--- config.mk ---
export PLATFORM = sky130hd
export DESIGN_NAME = register_file_2r1w_flat
export DESIGN_NICKNAME = d
export VERILOG_FILES = /design/src/rtl/register_file_2r1w_if.sv /design/src/rtl/register_file_2r1w.sv /design/src/flat_wrapper.sv
export SDC_FILE = /design/constraint.sdc
export NUM_CORES = 1
export LEC_CHECK = 0
export CAP_MARGIN = 20
export CORE_ASPECT_RATIO = 1.5
export CORE_MARGIN = 1.5
export CORE_UTILIZATION = 49
export CTS_CLUSTER_SIZE = 12
export DETAILED_ROUTE_END_ITERATION = 8
export PLACE_DENSITY = 0.79
export SLEW_MARGIN = 30
export SYNTH_ARGS = -nofsm -noshare
export SYNTH_HDL_FRONTEND = slang
export SYNTH_SLANG_ARGS = --single-unit
export TNS_END_PERCENT = 20
--- constraint.sdc ---
create_clock -name clock -period 1.7 [get_ports clock]
set_input_delay 0.34 -clock clock [delete_from_list [all_inputs] [get_ports clock]]
set_output_delay 0.34 -clock clock [all_outputs]
set_load 0.01 [all_outputs]
--- src/rtl/register_file_2r1w_if.sv ---
// Port bundle for the 2-read/1-write register file: write port, two ALU read ports,
// debug observation port and the committed-write counter.
interface register_file_2r1w_if #(
    parameter int DATA_W = 16,
    parameter int ADDR_W = 3
);
    logic              regWrite;
    logic [ADDR_W-1:0] writeAddr;
    logic [DATA_W-1:0] writeData;
    logic [ADDR_W-1:0] readAddr1;
    logic [ADDR_W-1:0] readAddr2;
    logic [DATA_W-1:0] readData1;
    logic [DATA_W-1:0] readData2;
    logic [ADDR_W-1:0] debugAddr;
    logic [DATA_W-1:0] debugData;
    logic [15:0]       writeCount;

    modport master (
        output regWrite, writeAddr, writeData, readAddr1, readAddr2, debugAddr,
        input  readData1, readData2, debugData, writeCount
    );

    modport slave (
        input  regWrite, writeAddr, writeData, readAddr1, readAddr2, debugAddr,
        output readData1, readData2, debugData, writeCount
    );
endinterface

--- src/rtl/register_file_2r1w.sv ---
// CPU register file, R0 hardwired to zero, combinational reads, synchronous active-high reset.
// Optional macro WRITE_BYPASS_EN forwards a same-cycle write onto matching read/debug ports.
module register_file_2r1w #(
    parameter int DATA_W = 16,
    parameter int NREGS  = 8,
    parameter int ADDR_W = 3
) (
    input logic                  clock,
    input logic                  reset,
    register_file_2r1w_if.slave  bus
);

    // R0 has no storage; index range starts at 1.
    logic [DATA_W-1:0] regs [1:NREGS-1];
    logic [15:0]       writeCount;
    logic              commitWrite;

    assign commitWrite = bus.regWrite && (bus.writeAddr != '0);

    always_ff @(posedge clock) begin
        if (reset) begin
            for (int i = 1; i < NREGS; i++) begin
                regs[i] <= '0;
            end
            writeCount <= '0;
        end else if (commitWrite) begin
            regs[bus.writeAddr] <= bus.writeData;
            writeCount          <= writeCount + 16'd1;
        end
    end

`ifdef WRITE_BYPASS_EN
    // Forward only a write that will actually commit; reset suppresses the forward.
    function automatic logic bypassHit(
        input logic              rst,
        input logic              commit,
        input logic [ADDR_W-1:0] wAddr,
        input logic [ADDR_W-1:0] rAddr
    );
        return !rst && commit && (wAddr == rAddr);
    endfunction
`endif

    always_comb begin
        bus.readData1 = '0;
        if (bus.readAddr1 != '0) begin
            bus.readData1 = regs[bus.readAddr1];
        end
`ifdef WRITE_BYPASS_EN
        if (bypassHit(reset, commitWrite, bus.writeAddr, bus.readAddr1)) begin
            bus.readData1 = bus.writeData;
        end
`endif
    end

    always_comb begin
        bus.readData2 = '0;
        if (bus.readAddr2 != '0) begin
            bus.readData2 = regs[bus.readAddr2];
        end
`ifdef WRITE_BYPASS_EN
        if (bypassHit(reset, commitWrite, bus.writeAddr, bus.readAddr2)) begin
            bus.readData2 = bus.writeData;
        end
`endif
    end

    always_comb begin
        bus.debugData = '0;
        if (bus.debugAddr != '0) begin
            bus.debugData = regs[bus.debugAddr];
        end
`ifdef WRITE_BYPASS_EN
        if (bypassHit(reset, commitWrite, bus.writeAddr, bus.debugAddr)) begin
            bus.debugData = bus.writeData;
        end
`endif
    end

    assign bus.writeCount = writeCount;

endmodule
--- src/flat_wrapper.sv ---
// flat-port wrapper written by rule: the top's interface ports become plain ports
module register_file_2r1w_flat 
#(
    parameter int DATA_W = 16,
    parameter int NREGS  = 8,
    parameter int ADDR_W = 3
)
  (clock, reset, bus_regWrite, bus_writeAddr, bus_writeData, bus_readAddr1, bus_readAddr2, bus_debugAddr, bus_readData1, bus_readData2, bus_debugData, bus_writeCount);
  register_file_2r1w_if #(.DATA_W(DATA_W), .ADDR_W(ADDR_W)) bus_i ();
  input logic clock;
  input logic reset;
  input wire logic [$bits(bus_i.regWrite)-1:0] bus_regWrite;
  input wire logic [$bits(bus_i.writeAddr)-1:0] bus_writeAddr;
  input wire logic [$bits(bus_i.writeData)-1:0] bus_writeData;
  input wire logic [$bits(bus_i.readAddr1)-1:0] bus_readAddr1;
  input wire logic [$bits(bus_i.readAddr2)-1:0] bus_readAddr2;
  input wire logic [$bits(bus_i.debugAddr)-1:0] bus_debugAddr;
  output wire logic [$bits(bus_i.readData1)-1:0] bus_readData1;
  output wire logic [$bits(bus_i.readData2)-1:0] bus_readData2;
  output wire logic [$bits(bus_i.debugData)-1:0] bus_debugData;
  output wire logic [$bits(bus_i.writeCount)-1:0] bus_writeCount;
  assign bus_i.regWrite = bus_regWrite;
  assign bus_i.writeAddr = bus_writeAddr;
  assign bus_i.writeData = bus_writeData;
  assign bus_i.readAddr1 = bus_readAddr1;
  assign bus_i.readAddr2 = bus_readAddr2;
  assign bus_i.debugAddr = bus_debugAddr;
  assign bus_readData1 = bus_i.readData1;
  assign bus_readData2 = bus_i.readData2;
  assign bus_debugData = bus_i.debugData;
  assign bus_writeCount = bus_i.writeCount;
  register_file_2r1w #(.DATA_W(DATA_W), .NREGS(NREGS), .ADDR_W(ADDR_W)) u_core (.clock(clock), .reset(reset), .bus(bus_i));
endmodule
-- After elaboration in Yosys (flattened, before gate mapping)
Memory sizes are Yosys's and may differ from the RTL's.
Cells that the tools add are included.
Widths: inputs -> output; s select.
- add/subtract/negate cells: 1
- mux-type cells: 11
- reduce and logical (&&, ||, !) cells: 6
- operators by type and width (kind ; count):
    $mux 16 ; 4
    $add 16x1->16 const B ; 1
    $reduce_or 16->1 ; 1
    $reduce_bool 3->1 ; 4
    $mux 1 ; 6
    $mux 3 ; 1
    $logic_and 1x1->1 ; 1
- register bits: 16
- memory bits (writable): 112
- input port bits: 31
- output and inout port bits: 64
- logic and storage cells: 20
- memories kept: 1
- memory list (memory ; words ; width ; rd ports ; clocked after memory_dff ; write ports ; line ; RTL):
    u_core.regs ; 7 ; 16 ; 3 ; 0 ; 7 ; register_file_2r1w.sv:14 ; logic [DATA_W-1:0] regs [1:NREGS-1];

-- Longest topological paths before layout
- depth in word-level cells: 7
- gate-level depth with buffers: 6
- gate-level depth less buffers: 5

-- Worst setup path after synthesis
Ideal clock, no wire load.
- path kind: in2out
- start: input port bus_debugAddr[0]
- end: output port bus_debugData[10]
- data arrival time: 1.458 ns
- required time: 1.360 ns
- slack: -0.098 ns
- stages: 5
- buffers on the path: 2
- cells stage by stage: buf_2 -> buf_4 -> mux4_2 -> nand2_1 -> o21ai_0
- word-level cells in the longest chain between the ends: 2
- elaborated cells on any way between the ends: 3
- those cells by class: mux (1); reduce/logical (1); memory (1)
- RTL lines (element ; line ; RTL):
    start, declared ; flat_wrapper.sv:17 ; input wire logic [$bits(bus_i.debugAddr)-1:0] bus_debugAddr;
    $mem_v2 7x16 / $reduce_bool 3->1 (equally long branches) ; n/a ;
    $mux 16 (*) ; register_file_2r1w.sv:70 ; if (bus.debugAddr != '0) begin
    end, declared ; flat_wrapper.sv:20 ; output wire logic [$bits(bus_i.debugData)-1:0] bus_debugData;
Mark *: on every way between the ends. The rest lies on a longest branch, timed or not.

==> flow_summary.json <==
{
  "synthCells": 620,
  "io_buffers": 94,
  "dpl-instance-area_um2": 9490,
  "critPathSlowestCell": "mux4_2",
  "grt_pass1_wl_um": 38500,
  "dp.cells": 947,
  "slowest_delay_ps": 510,
  "rows": 55,
  "synth_seq_cells": 128,
  "maxSlewHeadroom": 0.703,
  "cts.clk_slew.worst_paths_ps": 60,
  "yosys.area.top_type": "edfxtp_1",
  "grt_setup_unrepaired": "yes",
  "power_density_nw_per_um2": 896,
  "fin_ws_ps": -490,
  "stdcell_area_um2": 10400,
  "violations": "negative setup slack",
  "hpwl_um": 16200,
  "synth_nets": 652,
  "final_util": 0.685,
  "critPathKind": "reg2out",
  "ios": 95,
  "drc": 0,
  "maxSlewViolCount": 0,
  "fillers": 1026,
  "yosysUniqueCellTypes": 41,
  "synth_area_um2": 7670,
  "die_w_um": 105,
  "post-route-period-util": 1.29,
  "timing.hold.ws_ps": 536,
  "clk_latency_ps": 420,
  "cts_buffer_depth": 2,
  "overflow": 0,
  "avgSynthCellArea_um2": 12.4,
  "fin_skew_ps": 2.95,
  "syn2layout_area_growth_pct": 35.9,
  "status": "finished, violations left",
  "ant_nets": 0,
  "p_leak_nw": 4.07,
  "fp.dieArea_um2": 16400,
  "nets": 813,
  "crit_path_end_kind": "output port",
  "cts_buffers": 17,
  "cp_cell_sequence": "buf_6 > mux4_2 > inv_2 > a21oi_2 > buf_2",
  "vdd_ir_drop_max_uv": 789,
  "maxCapViolations": 0,
  "via_per_inst": 6.41,
  "hold_violations": 0,
  "final.setup.tns_ps": -13830,
  "synth_enable_flop_cells": 112,
  "root_buffer": "clkbuf_16",
  "first_global_vias": 6772,
  "worstMarginPinSlew_ps": 445,
  "drt_wl_total_um": 25100,
  "synth_area_leaders": "edfxtp_1 44%, mux4_2 14%, and2_1 9.1%",
  "crit_arrival_ps": 1850,
  "hold_class": "reg2reg",
  "core-area_um2": 15200,
  "final_cells": 994,
  "drtPass1Iterations": 6,
  "critical_path_required_ps": 1360,
  "cts_tree": "built",
  "cpLargestDelayFamily": "multiplexers",
  "start_kind": "flop",
  "grt_usage": 0.321,
  "synthFlopType": "edfxtp_1",
  "finalCriticalPeriod_ps": 2190,
  "cts.hold.buffers_added": 0,
  "synthArstFlopShare": 0,
  "drtIter0Drc": 564,
  "synthTopCellsByCount": "112 x and2_1, 112 x edfxtp_1, 49 x mux2_2, 48 x mux4_2, 35 x a21oi_1",
  "critPathMaxFanout": 3,
  "path_buf_inv": 3,
  "vias": 6371,
  "antenna_found_initial": 1,
  "wl_per_cell_um": 25.3,
  "die_y_um": 156,
  "synth_top_area_frac": 0.438,
  "ys_warn_count": 0,
  "max_freq_mhz": 457,
  "gp_congestion": 0.923,
  "drive_above_1_share": 0.499,
  "yosysSeqAreaShare": 0.480,
  "start_util": 0.504,
  "setup_viol_count_final": 48,
  "grt_max_degree": 30,
  "cts.sinks": 128,
  "htree_levels": 4
}
registers in the layout (all words and copies together) (netlist names):
signal                 count
u_core.regs              112
u_core.bus.writeCount     16
timing repair:
item	in CTS	in global routing
endpoints found under the setup margin	62	54
setup buffers	9	3
pin swaps	29	9
gates cloned	2	0
resized for setup	313	33
worst paths after layout:
path                                to  depth (start not counted)                     start  slack [ps]
max                   bus_readData2[9]                          5         u_core.regs[7][9]        -490
min           u_core.bus.writeCount[4]                          2  u_core.bus.writeCount[4]         540
max reg2reg  u_core.bus.writeCount[12]                          5  u_core.bus.writeCount[0]         120
min reg2reg   u_core.bus.writeCount[4]                          2  u_core.bus.writeCount[4]         540
cell type report:
class,instances,area (um^2),area share
tap,199,249,0.0239
clock inverter,12,165,0.0158
sequential,128,3690,0.354
inverter,31,116,0.0112
antenna,1,2.50,0.000240
clock buffer,20,447,0.0428
timing repair buffer,191,1730,0.166
multi-input combinational,412,4020,0.386
worst register-to-register path, cell delays in order, from the launching register on:
cell,delay [ps]
dfxtp_1,340
ha_1,190
nand3_1,150
nor4_4,310
nand3_1,140
mux2_1,330
logic make-up (layout without fill, tap and decap cells):
group / count (synthesis) / in the layout / synth area share
adders and majority gates: 1 / 1 / 0.00163
other: 0 / 1 / 0
and+or+nand+nor: 197 / 197 / 0.155
xor gates and xnor gates: 9 / 9 / 0.0103
AOI/OAI and AO/OA: 106 / 106 / 0.0931
muxes: 99 / 99 / 0.216
DFF: 128 / 128 / 0.480
buffers and inverters: 80 / 254 / 0.0442
where the power goes:
part | internal, mW | switching (mW) | total, mW | leakage [nW]
Clock | 2.47 | 1.38 | 3.85 | 0.299
Sequential | 3.60 | 0.161 | 3.76 | 1.20
Combinational | 0.854 | 0.871 | 1.72 | 2.57
through the flow:
| step | power, mW | setup WS [ps] |
|---|---|---|
| after global routing | 9.57 | -518 |
| final | 9.34 | -490 |
| after floorplan | 4.57 | -23.8 |
| after detailed placement | 5.40 | -1010 |
| after CTS | 9.21 | -409 |
| after global placement | 5.35 | -1010 |
routing by layer:
metal,global-route usage,part of all wire,vias to the layer above
li1,-,-,2666
met1,0.327,0.32,3129
met2,0.589,0.53,441
met3,0.0691,0.080,135
met4,0.206,0.070,0
met5,0,0,-
layout by cell type (no fill, tap or decap), drive strengths merged, types with 2 or more instances in the layout:
cell	synthesis	final
buf	23	149
and2	112	112
edfxtp	112	112
mux2	50	50
mux4	48	48
a21oi	35	35
inv	31	31
a221oi	30	30
clkdlybuf4s50	0	24
nand2	24	24
nor2	21	21
clkbuf	26	20
o21ai	19	19
a22oi	17	17
dfxtp	16	16
dlygate4sd2	0	11
nand3	8	8
xnor2	8	8
or2	7	7
clkinv	0	6
nor2b	6	6
dlymetal6s2s	0	5
nor4	5	5
bufinv	0	4
nor3	4	4
nand2b	3	3
nand4	3	3
or3	2	2
clkinvlp	0	2
Note: power is estimated with default switching activity, not from simulation.
